## config.mk

```make
export PLATFORM = sky130hd
export DESIGN_NAME = i2c_angle_target
export DESIGN_NICKNAME = d
export VERILOG_FILES = /design/src/rtl/i2c_angle_target.sv
export SDC_FILE = /design/constraint.sdc
export NUM_CORES = 1
export LEC_CHECK = 0
export CORE_MARGIN = 10
export CORE_UTILIZATION = 30
export CTS_CLUSTER_DIAMETER = 40
export DETAILED_ROUTE_END_ITERATION = 10
export PLACE_DENSITY = 0.57
export SYNTH_ARGS = -nofsm -noshare
export SYNTH_HDL_FRONTEND = slang
export SYNTH_SLANG_ARGS = --single-unit
```

## constraint.sdc

```tcl
create_clock -name clock -period 1.8 [get_ports clock]
set_input_delay 0.27 -clock clock [delete_from_list [all_inputs] [get_ports clock]]
set_output_delay 0.27 -clock clock [all_outputs]
set_load 0.02 [all_outputs]
```

## src/rtl/i2c_angle_target.sv

```systemverilog
// I2C target emulating a 12-bit magnetic angle sensor (read-only register map).
// Define I2C_TARGET_CLK_STRETCH_EN to stretch SCL after a read address ACK.
module i2c_angle_target #(
  parameter logic [6:0]  DEV_ADDR       = 7'h36,
  parameter int unsigned FILTER_CYCLES  = 3,
  parameter int unsigned STRETCH_CYCLES = 64
) (
  input  logic        clock,
  input  logic        reset,
  input  logic        scl_in,
  input  logic        sda_in,
  output logic        sda_oe,
  output logic        scl_oe,
  input  logic [11:0] angle,
  output logic        busy,
  output logic        xfer_done,
  output logic [7:0]  reg_ptr
);

  localparam int unsigned FW = (FILTER_CYCLES > 1) ? $clog2(FILTER_CYCLES) : 1;

  typedef enum logic [3:0] {
    ST_IDLE,
    ST_ADDR,
    ST_ADDR_ACK,
    ST_WR_PTR,
    ST_PTR_ACK,
    ST_WR_DATA,
    ST_DATA_ACK,
    ST_RD_BYTE,
    ST_RD_ACK,
    ST_WAIT_STOP
`ifdef I2C_TARGET_CLK_STRETCH_EN
    , ST_STRETCH
`endif
  } state_t;

  function automatic logic [7:0] reg_value(input logic [7:0] ptr, input logic [11:0] snap);
    case (ptr)
      8'h0B:        reg_value = 8'h20;
      8'h0C, 8'h0E: reg_value = {4'h0, snap[11:8]};
      8'h0D, 8'h0F: reg_value = snap[7:0];
      default:      reg_value = 8'h00;
    endcase
  endfunction

  // index 0 = scl, index 1 = sda
  logic [1:0]         sync1_q, sync2_q, filt_q, filt_d, prev_q;
  logic [1:0][FW-1:0] fcnt_q, fcnt_d;

  state_t      state_q, state_d;
  logic [3:0]  bit_cnt_q, bit_cnt_d;
  logic [7:0]  rx_q, rx_d, tx_q, tx_d, ptr_q, ptr_d;
  logic [11:0] snap_q, snap_d;
  logic        rw_q, rw_d, busy_q, busy_d, done_q, done_d;
  logic        sda_oe_q, sda_oe_d, fall_dly_q;
  logic        scl_rise, scl_fall, start_det, stop_det, want_drive;

`ifdef I2C_TARGET_CLK_STRETCH_EN
  localparam int unsigned SW = $clog2(STRETCH_CYCLES + 1);
  logic          scl_oe_q, scl_oe_d;
  logic [SW-1:0] str_cnt_q, str_cnt_d;
  logic [7:0]    first_byte;
  assign first_byte = reg_value(ptr_q, angle);
`endif

  always_comb begin
    filt_d = filt_q;
    fcnt_d = fcnt_q;
    for (int unsigned i = 0; i < 2; i++) begin
      if (sync2_q[i] == filt_q[i]) begin
        fcnt_d[i] = '0;
      end else if (fcnt_q[i] == FW'(FILTER_CYCLES - 1)) begin
        filt_d[i] = sync2_q[i];
        fcnt_d[i] = '0;
      end else begin
        fcnt_d[i] = fcnt_q[i] + 1'b1;
      end
    end
  end

  assign scl_rise  = filt_q[0] & ~prev_q[0];
  assign scl_fall  = ~filt_q[0] & prev_q[0];
  assign start_det = filt_q[0] & prev_q[0] & ~filt_q[1] & prev_q[1];
  assign stop_det  = filt_q[0] & prev_q[0] & filt_q[1] & ~prev_q[1];

  always_comb begin
    case (state_q)
      ST_ADDR_ACK, ST_PTR_ACK, ST_DATA_ACK: want_drive = 1'b1;
      ST_RD_BYTE:                           want_drive = ~tx_q[7];
      default:                              want_drive = 1'b0;
    endcase
  end

  always_comb begin
    state_d   = state_q;
    bit_cnt_d = bit_cnt_q;
    rx_d      = rx_q;
    tx_d      = tx_q;
    ptr_d     = ptr_q;
    snap_d    = snap_q;
    rw_d      = rw_q;
    busy_d    = busy_q;
    done_d    = 1'b0;
    sda_oe_d  = sda_oe_q;
`ifdef I2C_TARGET_CLK_STRETCH_EN
    scl_oe_d  = scl_oe_q;
    str_cnt_d = str_cnt_q;
`endif
    // sda only moves on the clock after the FSM has seen scl fall
    if (fall_dly_q) sda_oe_d = want_drive;
    if (scl_rise) rx_d = {rx_q[6:0], filt_q[1]};

    if (stop_det) begin
      state_d   = ST_IDLE;
      bit_cnt_d = '0;
      sda_oe_d  = 1'b0;
      busy_d    = 1'b0;
      done_d    = busy_q;
`ifdef I2C_TARGET_CLK_STRETCH_EN
      scl_oe_d  = 1'b0;
`endif
    end else if (start_det) begin
      state_d   = ST_ADDR;
      bit_cnt_d = '0;
      sda_oe_d  = 1'b0;
      busy_d    = 1'b0;
`ifdef I2C_TARGET_CLK_STRETCH_EN
      scl_oe_d  = 1'b0;
`endif
    end else begin
      case (state_q)
        ST_ADDR, ST_WR_PTR, ST_WR_DATA: begin
          if (scl_rise) begin
            bit_cnt_d = bit_cnt_q + 4'd1;
          end else if (scl_fall && bit_cnt_q == 4'd8) begin
            bit_cnt_d = '0;
            if (state_q == ST_ADDR) begin
              if (rx_q[7:1] == DEV_ADDR) begin
                state_d = ST_ADDR_ACK;
                busy_d  = 1'b1;
                rw_d    = rx_q[0];
`ifndef I2C_TARGET_CLK_STRETCH_EN
                if (rx_q[0]) snap_d = angle;
`endif
              end else begin
                state_d = ST_WAIT_STOP;
              end
            end else if (state_q == ST_WR_PTR) begin
              ptr_d   = rx_q;
              state_d = ST_PTR_ACK;
            end else begin
              ptr_d   = ptr_q + 8'd1;
              state_d = ST_DATA_ACK;
            end
          end
        end
        ST_ADDR_ACK: begin
          if (scl_fall) begin
            bit_cnt_d = '0;
            if (rw_q) begin
`ifdef I2C_TARGET_CLK_STRETCH_EN
              state_d   = ST_STRETCH;
              scl_oe_d  = 1'b1;
              str_cnt_d = '0;
`else
              state_d = ST_RD_BYTE;
              tx_d    = reg_value(ptr_q, snap_q);
`endif
            end else begin
              state_d = ST_WR_PTR;
            end
          end
        end
        ST_PTR_ACK, ST_DATA_ACK: begin
          if (scl_fall) begin
            state_d   = ST_WR_DATA;
            bit_cnt_d = '0;
          end
        end
        ST_RD_BYTE: begin
          if (scl_fall) begin
            if (bit_cnt_q == 4'd7) begin
              state_d   = ST_RD_ACK;
              bit_cnt_d = '0;
            end else begin
              tx_d      = {tx_q[6:0], 1'b0};
              bit_cnt_d = bit_cnt_q + 4'd1;
            end
          end
        end
        ST_RD_ACK: begin
          // pointer advances past every byte read, including the NACKed last one
          if (scl_fall) begin
            ptr_d = ptr_q + 8'd1;
            if (!rx_q[0]) begin
              state_d = ST_RD_BYTE;
              tx_d    = reg_value(ptr_q + 8'd1, snap_q);
            end else begin
              state_d = ST_WAIT_STOP;
            end
          end
        end
`ifdef I2C_TARGET_CLK_STRETCH_EN
        ST_STRETCH: begin
          str_cnt_d = str_cnt_q + 1'b1;
          // snapshot and first bit are set up one clock before scl is let go
          if (str_cnt_q == SW'(STRETCH_CYCLES - 2)) begin
            snap_d   = angle;
            tx_d     = first_byte;
            sda_oe_d = ~first_byte[7];
          end
          if (str_cnt_q == SW'(STRETCH_CYCLES - 1)) begin
            scl_oe_d = 1'b0;
            state_d  = ST_RD_BYTE;
          end
        end
`endif
        default: ;
      endcase
    end
  end

  always_ff @(posedge clock or posedge reset) begin
    if (reset) begin
      sync1_q    <= 2'b11;
      sync2_q    <= 2'b11;
      filt_q     <= 2'b11;
      prev_q     <= 2'b11;
      fcnt_q     <= '0;
      state_q    <= ST_IDLE;
      bit_cnt_q  <= '0;
      rx_q       <= '0;
      tx_q       <= '0;
      ptr_q      <= '0;
      snap_q     <= '0;
      rw_q       <= 1'b0;
      busy_q     <= 1'b0;
      done_q     <= 1'b0;
      sda_oe_q   <= 1'b0;
      fall_dly_q <= 1'b0;
`ifdef I2C_TARGET_CLK_STRETCH_EN
      scl_oe_q   <= 1'b0;
      str_cnt_q  <= '0;
`endif
    end else begin
      sync1_q    <= {sda_in, scl_in};
      sync2_q    <= sync1_q;
      filt_q     <= filt_d;
      prev_q     <= filt_q;
      fcnt_q     <= fcnt_d;
      state_q    <= state_d;
      bit_cnt_q  <= bit_cnt_d;
      rx_q       <= rx_d;
      tx_q       <= tx_d;
      ptr_q      <= ptr_d;
      snap_q     <= snap_d;
      rw_q       <= rw_d;
      busy_q     <= busy_d;
      done_q     <= done_d;
      sda_oe_q   <= sda_oe_d;
      fall_dly_q <= scl_fall;
`ifdef I2C_TARGET_CLK_STRETCH_EN
      scl_oe_q   <= scl_oe_d;
      str_cnt_q  <= str_cnt_d;
`endif
    end
  end

  assign sda_oe    = sda_oe_q;
  assign busy      = busy_q;
  assign xfer_done = done_q;
  assign reg_ptr   = ptr_q;
`ifdef I2C_TARGET_CLK_STRETCH_EN
  assign scl_oe    = scl_oe_q;
`else
  assign scl_oe    = 1'b0;
`endif

endmodule
```

# Word level (Yosys, flattened, before mapping)

Index checks and enable logic that the tools add are counted.

Register bits: 61
Bits in latches: 0
RAM bits: 0
Bits in read-only memories: 0
Input bits: 16
Word-level logic and storage cells: 163
Memories: 0

Add/sub/neg operators: 4
Multipliers: 0
Div/mod/pow operators: 0
$lt $le $gt $ge: 0
Equal/unequal tests: 44
Shifts and indexed selects: 0
Mux-type cells: 54
Bitwise logic cells: 17
Reductions and logical operators: 26

Operators by type and width:

| kind                                                | count |
|---|---|
| 2-to-1 mux 8 bit                                    | 11 |
| equality test 8 x 4 -> 1 bit, second input constant | 10 |
| 2-to-1 mux 4 bit                                    | 19 |
| case mux 8 bit (3 select lines)                     | 3 |
| != test 4 bit, second input constant                | 7 |
| equality test 4 x 3 -> 1 bit, second input constant | 5 |
| case mux 4 bit (5 select lines)                     | 1 |
| != test 2 bit, second input constant                | 9 |
| nonzero test 3 bit                                  | 6 |
| case mux 8 bit (2 select lines)                     | 1 |
| AND reduction 8 bit                                 | 2 |
| AND reduction 7 bit                                 | 2 |
| case mux 4 bit (3 select lines)                     | 1 |
| 2-to-1 mux 1 bit                                    | 11 |
| 2-to-1 mux 2 bit                                    | 5 |
| inverter 1 bit                                      | 10 |
| OR reduction 2 bit                                  | 5 |
| AND reduction 9 bit                                 | 1 |
| adder 8 x 1 -> 8 bit, second input constant         | 1 |
| equality test 4 x 2 -> 1 bit, second input constant | 2 |
| equality test 4 bit, second input constant          | 2 |
| AND 1 bit                                           | 7 |
| equality test 7 x 6 -> 1 bit, second input constant | 1 |
| nonzero test 7 bit                                  | 1 |
| 17 further kinds                                    | 22 |

# Logic depth before layout (Yosys ltp)

Gate-level depths: netlist (run 1).

Depth in word-level cells: 8
Gate-level depth with buffers: 9

# Worst setup path after synthesis (run 1)

No wires, ideal clock.

Path type: reg-to-reg
Start: register ptr_q[0] (netlist: reg_ptr[0])
End: register tx_q[2]
Data arrival time: 1.868 ns
Data required time: 1.674 ns
Path slack: -0.194 ns
Stages on the path, launching flop included: 9
Buffers on the path: 1
Cell sequence: dfrtp_1 inv_1 ha_1 or2_2 buf_1 o21ai_1 o21ai_0 mux2i_1 o21ai_1

Cells in the longest elaborated chain, start to end: 7
Elaborated cells between the ends (all ways): 22
Those cells by class: add/sub (1); eq/ne (10); mux (7); reduce/logical (4)

RTL lines:

| what                                | RTL line | RTL |
|---|---|---|
| from (decl)                         | 53       | `logic [7:0] rx_q, rx_d, tx_q, tx_d, ptr_q, ptr_d;` |
| from (signal assigned)              | 256      | `ptr_q <= ptr_d;` |
| adder 8 x 1 -> 8 bit                | 198      | `tx_d = reg_value(ptr_q + 8'd1, snap_q);` |
| equality test 8 x 4 -> 1 bit        | 39       | `case (ptr)` |
| OR reduction 2 bit                  | 39       |  |
| case mux 8 bit (3 select lines)     | 39       |  |
| 2-to-1 mux 8 bit                    | 196      | `if (!rx_q[0]) begin` |
| 2-to-1 mux 8 bit                    | 194      | `if (scl_fall) begin` |
| case mux 8 bit (3 select lines) (*) | 132      | `case (state_q)` |
| to (signal assigned)                | 255      | `tx_q <= tx_d;` |
| to (decl)                           | 53       |  |

Every way passes the cells marked *; elsewhere a longest branch is shown, timed or not. The select of a mux whose other input is x is not followed.
A chain may end at the register's enable or synchronous reset.

# Worst setup path in the final report (run 1)

Start: register bit_cnt_q[0]
End: register state_q[0]

Cells in the longest elaborated chain, start to end: 4
Elaborated cells between the ends (all ways): 6
Those cells by class: eq/ne (4); reduce/logical (2)

RTL lines:

| what                                     | RTL line | RTL |
|---|---|---|
| from (decl)                              | 52       | `logic [3:0] bit_cnt_q, bit_cnt_d;` |
| from (signal assigned)                   | 253      | `bit_cnt_q <= bit_cnt_d;` |
| equality test 4 bit                      | 136      | `end else if (scl_fall && bit_cnt_q == 4'd8) begin` |
| logical AND 1 bit                        | 136      |  |
| != test 4 bit (no source line)           | -        |  |
| AND reduction 8 bit (no source line) (*) | -        |  |
| to (signal assigned)                     | 252      | `state_q <= state_d;` |
| to (decl)                                | 51       | `state_t state_q, state_d;` |

Every way passes the cells marked *; elsewhere a longest branch is shown, timed or not.

==> results of run 1 <==
## synth_stat cells, types with 7 or more instances
| master | count |
|---|---|
| a21oi_1 | 25 |
| a22oi_1 | 12 |
| clkbuf_1 | 9 |
| dfrtp_1 | 53 |
| dfstp_2 | 8 |
| ha_1 | 7 |
| inv_1 | 11 |
| mux2_2 | 15 |
| mux2i_1 | 8 |
| nand2_1 | 46 |
| nand3_1 | 12 |
| nor2_1 | 28 |
| o21ai_0 | 21 |
| o22a_1 | 7 |
## worst reg2reg max path: stages, from the launching register on
cell and delay (ps):
dfrtp_1 410, inv_2 100, ha_4 120, nand3b_1 120, or2_4 320, a32oi_4 230, mux2i_2 320, a31o_2 190
nand2_1 50
## layer usage
layer  GRT usage, %  share of wire (%)  vias up
met5              0                  0        -
met1           13.9                 46     1485
met3           2.17                4.1       10
met4           3.82                1.3        0
met2           18.0                 49       63
li1               -                  -     1473
## how the worst max path moves through the flow
| stage | from | end | slack [ps] |
|---|---|---|---|
| after floorplan | reg_ptr[0]$_DFFE_PP0P_ | tx_q[2]$_DFFE_PP0P_ | -80 |
| after global routing | reg_ptr[5]$_DFFE_PP0P_ | tx_q[4]$_DFFE_PP0P_ | -260 |
| after CTS | bit_cnt_q[0]$_DFFE_PP0P_ | tx_q[2]$_DFFE_PP0P_ | -190 |
| after detailed placement | reg_ptr[5]$_DFFE_PP0P_ | tx_q[2]$_DFFE_PP0P_ | -300 |
| final | bit_cnt_q[0]$_DFFE_PP0P_ | state_q[0]$_DFFE_PP0P_ | -160 |
| after global placement | reg_ptr[4]$_DFFE_PP0P_ | tx_q[2]$_DFFE_PP0P_ | -190 |
## kinds of logic (layout without fill, tap and decap cells)
family / Yosys count / in the layout / share of synthesized area [%]
and+or+nand+nor: 133 / 134 / 20.2
AOI/OAI and AO/OA: 92 / 92 / 18.5
DFF: 61 / 61 / 45.3
buffers and inverters: 31 / 137 / 4.50
muxes: 23 / 23 / 7.34
adders and majority gates: 7 / 7 / 2.58
xor gates and xnor gates: 6 / 6 / 1.55
other: 1 / 1 / 0.111
## power groups by stage
stage / Clock, mW / Sequential (mW) / Combinational, mW
detailed placement: 0 / 2.11 / 3.53
global placement: 0 / 2.10 / 3.49
global route: 1.83 / 2.15 / 4.42
CTS: 1.77 / 2.09 / 3.82
floorplan: 0 / 2.16 / 1.95
finish: 1.73 / 2.10 / 4.06
## state kept, by name, indices dropped and copies added, names as in the netlist
register    count
fall_dly_q      1
reg_ptr         8
busy            1
fcnt_q          4
rw_q            1
sync1_q         2
snap_q         12
sync2_q         2
sda_oe          1
xfer_done       1
tx_q            8
filt_q          2
state_q         4
bit_cnt_q       4
prev_q          2
rx_q            8
## metrics by stage
| stage | setup slack (ps) | std cells | util (%) | total power, mW | cell area [sq um] |
|---|---|---|---|---|---|
| 3_5_place_dp | -297 | 578 | 39.9 | 5.64 | 4360 |
| 3_3_place_gp | -195 | 578 | 39.9 | 5.59 | 4360 |
| 5_1_grt | -258 | 601 | 45.7 | 8.40 | 4990 |
| 2_1_floorplan | -75.5 | 354 | - | 4.11 | 3440 |
| 6_report | -161 | 601 | 45.7 | 7.89 | 4990 |
| 4_1_cts | -188 | 598 | 44.3 | 7.68 | 4850 |
## cell type report
class | count | share of cell area, %
clock inverter | 7 | 1.50
sequential | 61 | 30.9
timing repair buffer | 110 | 19.2
multi-input combinational | 263 | 39.4
inverter | 11 | 0.977
tap | 140 | 3.51
clock buffer | 9 | 4.51
## timing repair
action,CTS,global route
endpoints found under the setup margin,36,38
pin swaps,14,26
buffers inserted,3,3
gates cloned,1,0
gates resized for setup,34,37
==> flow_summary.rst, run 1 <==
.. list-table::
   :header-rows: 1

   * - Metric
     - Value
   * - Outcome
     - complete, but fails checks
   * - Failing checks
     - negative setup slack
   * - Area of the multi-input gates
     - about 2000 sq um
   * - CP max stage cell
     - dfrtp_1
   * - Cell depth of the worst flop-to-flop path
     - 8
   * - Number of hold-slack violations in the final timing report
     - 0
   * - Pin count of the biggest net entering global routing
     - 31
   * - Count of buffers from port buffering
     - 26
   * - DR pass1 iterations
     - 4
   * - Antenna diode count
     - 0
   * - Number of levels in the clock H-tree
     - 3
   * - HPWL after DPL
     - roughly 6.4 mm
   * - Proportion of power drawn by the clock network
     - roughly 22%
   * - Startpoint type of the worst setup path
     - flip-flop
   * - Most frequent cells in the layout
     - buf_4, dfrtp_1, nand2_1
   * - Floorplan die width
     - between 100 and 150 um
   * - Buffers from clock root to sink, at most
     - 2
   * - Pleak
     - around 2.2 nW
   * - CTS tree
     - done
   * - Part of the power in combinational logic
     - slightly above 50%
   * - Net switching power figure
     - 3.06 mW
   * - Initial cell density of the core
     - a little under a third
   * - Arrival time reported for the critical path endpoint
     - roughly 2200 ps
   * - Number of remaining DRC errors
     - 0
   * - Number of buffers added by the clock tree synthesis step
     - 9
   * - Placeable Area
     - about 11,000 sq um
   * - Wire length after detailed routing
     - ~9.0 mm
   * - Top area cells in the synthesized netlist
     - dfrtp_1, dfstp_2, nand2_1
   * - Data required time at the worst endpoint
     - between 2000 and 2500 ps
   * - Worst Path Max Fanout
     - 5
   * - Accumulated negative setup slack
     - -3240 ps
   * - Worst max-slew margin expressed relative to the limit
     - between 60% and 70%
   * - Reg power frac
     - 26.6%
   * - Root Driver
     - clkbuf_16
   * - Post-Syn Instances
     - between 300 and 400
   * - Via count normalized by instance count
     - 5.04
   * - Fillers
     - 1,050
   * - Mean cell area of the mapped netlist
     - 9.59 sq um
   * - Reg-to-reg endpoint
     - state_q[0]$_DFFE_PP0P_
   * - Upper clock frequency limit
     - around 510 MHz
   * - Grt total ovfl
     - 0
   * - Share of layout cells above drive strength 1
     - around two fifths
   * - Yosys top cell area share
     - 39.1%
   * - Height of the chip
     - between 100 and 150 um
   * - Largest area contributor in the synthesized netlist
     - dfrtp_1
   * - Final slew viol count
     - 0
   * - Number of antenna violations at the first check in global routing
     - 0
   * - Via Count
     - a little over 3,000
   * - Hold slack final
     - ~270 ps
   * - Post-detailed-route count of antenna-violating nets
     - 0
   * - Number of distinct library cell variants in the gate-level netlist after synthesis
     - 63
   * - Synthesis Warnings
     - 0
   * - R2R setup slack
     - -160 ps
   * - Sequential area share after synthesis
     - a little under half
   * - Switching share of power
     - between 30 and 40%
   * - Cell-by-cell listing of the critical path
     - inv_2 -> ha_4 -> nand3b_1 -> or2_4 -> a32oi_4 -> mux2i_2 -> a31o_2 -> nand2_1
   * - Max capacitance violation total
     - 0
   * - Clock latency at the later pin of the worst-skew pair
     - 330 ps
   * - Nets in the synthesized netlist
     - 377
   * - Asr flop ratio synth
     - 100%
   * - Buffers and inverters on the worst path
     - 1
   * - Crit path setup slack, layout
     - -161 ps
   * - IR Drop Worst-Case VDD
     - 661 uV
   * - Area of the mapped netlist
     - 3390 sq um
   * - Core Rows
     - 38
   * - Clock transition at the registers of the reported paths
     - 60 ps
   * - Cell area power density
     - 1580 nW/um^2
   * - Internal
     - slightly below 5 mW
   * - Reg2reg start
     - bit_cnt_q[0]$_DFFE_PP0P_
   * - Worst setup EP type
     - flip-flop
   * - Top Family by Delay on Critical Path
     - simple AND/OR/NAND/NOR gates
   * - Ports
     - 28
   * - Die Outline Area
     - about 16,000 sq um
   * - Setup repair after global routing missed its margin
     - true
   * - Highest cell delay on the worst timing path
     - 410 ps
   * - Final critical delay including setup and external delays
     - 1960 ps
   * - Worst Clk Skew
     - a little over 9 ps
   * - Register cell area after layout
     - 1540 sq um
   * - CTS Sinks
     - 61
   * - Final critical-path share of the clock period
     - 109%
   * - Post-synthesis to final-layout area growth
     - 47.2%
   * - Vias in the first global route
     - ~3,100
   * - Yosys reg bits
     - between 60 and 70
   * - Worst hold-check path type
     - primary input to async pin
   * - First-pass GRT wire length
     - between 10 and 15 mm
   * - Leading cell type in the layout, fill and taps excluded
     - buf_4
   * - Setup Crit Path Kind
     - flip-flop to flip-flop
   * - Count of routing violations after the opening detailed-route iteration
     - roughly 160
   * - RD Place Congestion
     - ~0.90
   * - Detail-routed net length per standard cell
     - approximately 15 um
   * - Final setup fails
     - 33
   * - Number of enable flip-flop cells after synthesis
     - 0
   * - Overall routing resource usage
     - roughly 11%
   * - Hold buffer count at cts
     - 0
   * - Final nets
     - between 400 and 500
   * - Path length in cells of the critical path
     - 8
   * - Dominant register cell in the synthesized netlist
     - dfrtp_1
   * - Slew at the pin closest to its max-slew limit
     - roughly 590 ps
Power figures use the tool's default switching activity.
==> inputs of run 2 (changes only) <==
--- a/config.mk
+++ b/config.mk
@@ -5,7 +5,6 @@
 export SDC_FILE = /design/constraint.sdc
 export NUM_CORES = 1
 export LEC_CHECK = 0
-export CORE_MARGIN = 10
 export CORE_UTILIZATION = 30
 export CTS_CLUSTER_DIAMETER = 40
 export DETAILED_ROUTE_END_ITERATION = 10
==> run 2 against run 1 <==
Net effect: the flow still finishes with violations (negative setup slack); critical endpoint unchanged; design area grew 4.4%; largest power group unchanged; clock skew shrank 2.3 ps; utilization grew 2.0 points.
==> flow_summary.rst, run 2 (synthesis gave the netlist of run 1 again) <==
.. list-table::
   :header-rows: 1

   * - Metric
     - Value
   * - Outcome
     - complete, but fails checks
   * - Failing checks
     - negative setup slack
   * - Root Driver
     - clkbuf_16
   * - IR Drop Worst-Case VDD
     - between 700 and 800 uV
   * - Ports
     - 28
   * - Number of antenna violations at the first check in global routing
     - 0
   * - Core Rows
     - 38
   * - Final non-filler cell total
     - ~600
   * - Hold buffer count at cts
     - 0
   * - Cell area power density
     - about 1600 nW/um^2
   * - Clock transition at the registers of the reported paths
     - roughly 50 ps
   * - Crit path setup slack, layout
     - -126 ps
   * - Leading cell type in the layout, fill and taps excluded
     - buf_4
   * - Worst hold-check path type
     - primary input to flip-flop
   * - HPWL after DPL
     - between 6 and 7 mm
   * - Via Count
     - approximately 3,100
   * - Placed Area
     - 4370 sq um
   * - Arrival time reported for the critical path endpoint
     - around 2100 ps
   * - Worst max-slew margin expressed relative to the limit
     - around 63%
   * - Placeable Area
     - around 11,000 sq um
   * - Final critical delay including setup and external delays
     - 1930 ps
   * - Overall routing resource usage
     - roughly 16%
   * - Worst setup EP type
     - flip-flop
   * - Hold Path Sink
     - sync1_q[0]$_DFF_PP1_
   * - Count of routing violations after the opening detailed-route iteration
     - roughly 130
   * - Worst Path Max Fanout
     - 4
   * - Power consumption
     - between 8 and 9 mW
   * - Hold-critical path depth
     - 1
   * - Height of the chip
     - ~110 um
   * - Startpoint type of the worst setup path
     - flip-flop
   * - Detail-routed net length per standard cell
     - ~15 um
   * - Post-detailed-route count of antenna-violating nets
     - 0
   * - Data required time at the worst endpoint
     - 2010 ps
   * - Placed Instances
     - around 580
   * - Register with the highest flop count
     - snap_q
   * - Share of layout cells above drive strength 1
     - 45.5%
   * - Reg2reg start
     - prev_q[0]$_DFF_PP1_
   * - Final nets
     - between 400 and 500
   * - Wire length after detailed routing
     - about 9 mm
   * - Pleak
     - 2.26 nW
   * - Via count normalized by instance count
     - 5.11
   * - Pin count of the biggest net entering global routing
     - 42
   * - Most frequent cells in the layout
     - buf_4, dfrtp_1, nand2_1
   * - Slew at the pin closest to its max-slew limit
     - approximately 550 ps
   * - Number of buffers added by the clock tree synthesis step
     - 9
   * - Antenna diode count
     - 0
   * - CTS Sinks
     - 61
   * - Buffers from clock root to sink, at most
     - 2
   * - Clock latency at the later pin of the worst-skew pair
     - between 300 and 400 ps
   * - Initial cell density of the core
     - a little under a third
   * - DR pass1 iterations
     - 4
   * - Reg-to-reg endpoint
     - state_q[0]$_DFFE_PP0P_
   * - Grt total ovfl
     - 0
   * - Number of hold-slack violations in the final timing report
     - 0
   * - Setup repair after global routing missed its margin
     - true
   * - Final setup fails
     - 31
   * - Final slew viol count
     - 0
   * - Number of remaining DRC errors
     - 0
   * - RD Place Congestion
     - roughly 0.86
   * - Fin area
     - ~5200 sq um
   * - First-pass GRT wire length
     - 14.7 mm
   * - Count of buffers from port buffering
     - 26
   * - Post-synthesis to final-layout area growth
     - 53.6%
   * - Vias in the first global route
     - just over 3,000
   * - Number of flip-flops under the largest register name
     - 12
   * - Final critical-path share of the clock period
     - 107%
   * - Source of the worst hold timing path
     - scl_in
   * - R2R setup slack
     - -130 ps
   * - Upper clock frequency limit
     - a little over 500 MHz
   * - Setup Crit Path Kind
     - flip-flop to flip-flop
   * - CTS tree
     - done
   * - Cell depth of the worst flop-to-flop path
     - 6
   * - Max capacitance violation total
     - 0
   * - Floorplan die width
     - between 100 and 150 um
   * - Die Outline Area
     - between 10,000 and 15,000 sq um
   * - Hold slack final
     - ~340 ps
   * - Number of levels in the clock H-tree
     - 3
   * - Worst Clk Skew
     - 6.94 ps
## run 2: cell count changes in the layout (fill, tap and decap cells not counted), moves of 3 or more
| cell | change |
|---|---|
| buf_4 | +9 |
| o21ai_2 | +5 |
| buf_6 | -3 |
| dfrtp_1 | -3 |
| dfrtp_2 | +3 |
| o21ai_0 | -3 |
## run 2: through the flow
step / TNS (ps) / utilization [%] / setup slack, ps
floorplan: -483 / - / -75.5
global placement: -4090 / 39.9 / -216
detailed placement: -5110 / 39.9 / -203
CTS: -2230 / 45.3 / -120
global route: -4950 / 47.7 / -236
finish: -1610 / 47.7 / -126
## run 2: timing repair
action | 4_1_cts | 5_1_grt
gates resized for setup | 48 | 52
setup buffers | 6 | 9
gates cloned | 2 | 0
setup endpoints to repair | 37 | 38
pin swaps | 18 | 27
## run 2: worst max path at each step
stage | startpoint | endpoint | slack, ps
floorplan | reg_ptr[0]$_DFFE_PP0P_ | tx_q[2]$_DFFE_PP0P_ | -80
global placement | reg_ptr[5]$_DFFE_PP0P_ | tx_q[2]$_DFFE_PP0P_ | -220
detailed placement | state_q[3]$_DFFE_PP0P_ | state_q[0]$_DFFE_PP0P_ | -200
CTS | reg_ptr[0]$_DFFE_PP0P_ | tx_q[1]$_DFFE_PP0P_ | -120
global route | bit_cnt_q[0]$_DFFE_PP0P_ | tx_q[2]$_DFFE_PP0P_ | -240
finish | prev_q[0]$_DFF_PP1_ | state_q[0]$_DFFE_PP0P_ | -130
## run 2: layout make-up
| cell class | count | area [sq um] |
|---|---|---|
| clock inverters | 6 | 111 |
| well taps | 140 | 175 |
| clock buffers | 10 | 229 |
| flip-flops and latches | 61 | 1550 |
| multi-input cells | 264 | 2080 |
| inverters | 11 | 45.0 |
| repair buffers | 118 | 1030 |
| fillers | 992 | 5720 |
## run 2: where the power goes
group          internal (mW)  switching (mW)  total, mW
combinational           2.19            2.15       4.34
sequential              1.78           0.410       2.19
clock                   1.35           0.621       1.97
total                   5.31            3.18       8.50
## run 2: routing by layer
metal  track usage (%)  wire length [um]  up-vias
li1                  -                 -     1500
met2              26.6              4550       60
met3              2.77               235       12
met1              21.4              4250     1546
met4              6.66               133        0
met5                 0                 0        -
## run 2: critical path, stage by stage, from the launching register on
cell and delay (ps):
dfstp_2 570, nor4bb_4 320, mux2i_2 130, a32oi_4 250
mux2i_2 290, a31o_2 190, nand2_1 50
==> inputs of run 3 (changes only) <==
--- a/config.mk
+++ b/config.mk
@@ -12,3 +12,4 @@
 export SYNTH_ARGS = -nofsm -noshare
 export SYNTH_HDL_FRONTEND = slang
 export SYNTH_SLANG_ARGS = --single-unit
+export TNS_END_PERCENT = 20
==> run 3 against run 2 <==
Net effect: the run still ends with negative setup slack left; clock power is 10% lower; maximum frequency is 0.85% higher; design area is 6.2% lower; critical path depth is 2 higher; routed wire length is 7.0% lower; register-to-register slack better by 20 ps; clock skew hardly changed; non-clock buffer count is 12 lower.
==> flow_summary.rst, run 3 (synthesis gave the netlist of run 1 again) <==
.. list-table::
   :header-rows: 1

   * - Metric
     - Value
   * - Post-detailed-route count of antenna-violating nets
     - 0
   * - Pin count of the biggest net entering global routing
     - 40
   * - Worst Path Max Fanout
     - 8
   * - Number of buffers added by the clock tree synthesis step
     - 9
   * - Height of the chip
     - 108 um
   * - IR Drop Worst-Case VDD
     - 616 uV
   * - Number of flip-flops under the largest register name
     - 12
   * - Final setup fails
     - 30
   * - Leading cell type in the layout, fill and taps excluded
     - buf_4
   * - Via Count
     - 2,969
   * - Switching share of power
     - between 30% and 40%
   * - RD Place Congestion
     - 0.837
   * - Post-synthesis to final-layout area growth
     - 44.0%
   * - Wire length after detailed routing
     - ~8.5 mm
   * - Root Driver
     - clkbuf_16
   * - Proportion of power drawn by the clock network
     - around 23%
   * - Internal
     - between 4 and 5 mW
   * - Reg power frac
     - 27.5%
   * - Vias in the first global route
     - 2,965
   * - Final slew viol count
     - 0
   * - Outcome
     - complete, but fails checks
   * - Register with the highest flop count
     - snap_q
   * - Detail-routed net length per standard cell
     - approximately 14 um
   * - Placeable Area
     - between 10,000 and 15,000 sq um
   * - CP max stage cell
     - dfrtp_2
   * - Buffers from clock root to sink, at most
     - 2
   * - Overall routing resource usage
     - between 15 and 20%
   * - Grt total ovfl
     - 0
   * - Count of routing violations after the opening detailed-route iteration
     - approximately 130
   * - CTS Sinks
     - 61
   * - Die Outline Area
     - around 12,000 sq um
   * - Clock latency at the later pin of the worst-skew pair
     - 330 ps
   * - Fin area
     - roughly 5000 sq um
   * - Share of layout cells above drive strength 1
     - between 30% and 40%
   * - Data required time at the worst endpoint
     - around 2000 ps
   * - Number of levels in the clock H-tree
     - 3
   * - Final nets
     - roughly 470
   * - Final critical-path share of the clock period
     - 106%
   * - Worst hold-check path type
     - primary input to async pin
   * - Highest cell delay on the worst timing path
     - approximately 460 ps
   * - Antenna diode count
     - 0
   * - Number of antenna violations at the first check in global routing
     - 0
   * - Clock transition at the registers of the reported paths
     - 50 ps
   * - Arrival time reported for the critical path endpoint
     - between 2000 and 2500 ps
   * - Worst setup EP type
     - flip-flop
   * - Placed Area
     - 4320 sq um
   * - Net switching power figure
     - approximately 2.9 mW
   * - Failing checks
     - negative setup slack
   * - Count of buffers from port buffering
     - 26
   * - Placed Instances
     - about 570
   * - CTS tree
     - done
   * - Final critical delay including setup and external delays
     - 1910 ps
   * - Via count normalized by instance count
     - about 5
   * - First-pass GRT wire length
     - 14.0 mm
   * - Number of remaining DRC errors
     - 0
   * - Pleak
     - 2.12 nW
   * - Cell area power density
     - between 1500 and 2000 nW/um^2
   * - Initial cell density of the core
     - 31.0%
   * - Ports
     - 28
   * - Core Rows
     - 38
   * - Worst Clk Skew
     - about 7 ps
   * - DR pass1 iterations
     - 6
   * - Floorplan die width
     - around 110 um
   * - HPWL after DPL
     - slightly above 6 mm
   * - Setup repair after global routing missed its margin
     - true
   * - Crit path setup slack, layout
     - -109 ps
   * - Max capacitance violation total
     - 0
   * - Setup Crit Path Kind
     - flip-flop to flip-flop
   * - Upper clock frequency limit
     - 524 MHz
   * - Final non-filler cell total
     - 596
   * - Cell-by-cell listing of the critical path
     - buf_4 -> buf_4 -> and4b_1 -> buf_4 -> a21oi_1 -> o41ai_2 -> a21oi_1 -> a21oi_1
   * - Startpoint type of the worst setup path
     - flip-flop
   * - Number of hold-slack violations in the final timing report
     - 0
   * - Most frequent cells in the layout
     - buf_4, dfrtp_1, nand2_1
   * - Part of the power in combinational logic
     - between 40% and 50%
   * - Cell depth of the worst flop-to-flop path
     - 8
run 3: cell types whose count changed in the layout (fill, tap and decap cells not counted), moves of 3 or more:
cell      before  now
buf_4         81   72
a21oi_1       14   19
a21oi_2       11    6
nand2_1       40   44
o21ai_2        6    2
buf_6          7    4
clkbuf_8       0    3
nand2_2        4    1
o21ai_0       11   14
run 3: per-layer routing:
metal / wire length [um] / vias up / global-route usage (%)
met5: 0 / - / 0
met4: 150 / 0 / 7.24
met3: 276 / 14 / 3.19
met2: 4130 / 44 / 25.8
met1: 3960 / 1445 / 19.6
li1: - / 1466 / -
run 3: timing repair:
item                       in CTS  in global routing
setup endpoints to repair      38                 38
hold buffers                    0                  0
gates resized for setup        42                 18
pin swaps                      29                 10
setup buffers                   5                  1
run 3: path summary, 6_finish.rpt:
| check | start | to | slack (ps) |
|---|---|---|---|
| setup / recovery | state_q[0]$_DFFE_PP0P_ | tx_q[5]$_DFFE_PP0P_ | -110 |
| hold / removal | reset | rx_q[2]$_DFFE_PP0P_ | 340 |
| setup reg to reg | state_q[0]$_DFFE_PP0P_ | tx_q[5]$_DFFE_PP0P_ | -110 |
| hold reg to reg | sync1_q[1]$_DFF_PP1_ | sync2_q[1]$_DFF_PP1_ | 350 |
| max in group asynchronous | reset | sync1_q[1]$_DFF_PP1_ | 1130 |
| min in group clock | scl_in | sync1_q[0]$_DFF_PP1_ | 340 |
run 3: through the flow:
step	util, %	hold WS [ps]	TNS [ps]	setup slack [ps]	power, mW
5_1_grt	44.7	335	-5130	-206	8.27
2_1_floorplan	-	274	-1220	-101	4.05
6_report	44.7	342	-1420	-109	7.74
3_3_place_gp	39.5	346	-4080	-217	5.54
3_5_place_dp	39.5	348	-4580	-240	5.59
4_1_cts	44.0	336	-1950	-87.1	7.67
run 3: critical path: cells and delay by family, from the launching register on:
kind                   cells  cell delay, ps
AO/OA/AOI/OAI              4             580
buffers and inverters      3             510
flip-flops                 1             460
AND/OR/NAND/NOR            1             250
run 3: power groups by stage:
| stage | clock (mW) | combinational (mW) | sequential [mW] |
|---|---|---|---|
| floorplan | 0 | 1.89 | 2.16 |
| global placement | 0 | 3.41 | 2.12 |
| global route | 1.89 | 4.19 | 2.19 |
| finish | 1.77 | 3.84 | 2.13 |
| CTS | 1.83 | 3.72 | 2.13 |
| detailed placement | 0 | 3.46 | 2.13 |
run 3: area by class of cell:
class	instances	area, sq um
clock buffer	13	270
clock inverter	3	42.5
fill	1022	6050
inverter	11	45.0
multi-input combinational	262	1890
sequential	61	1550
tap	140	175
timing repair buffer	106	917
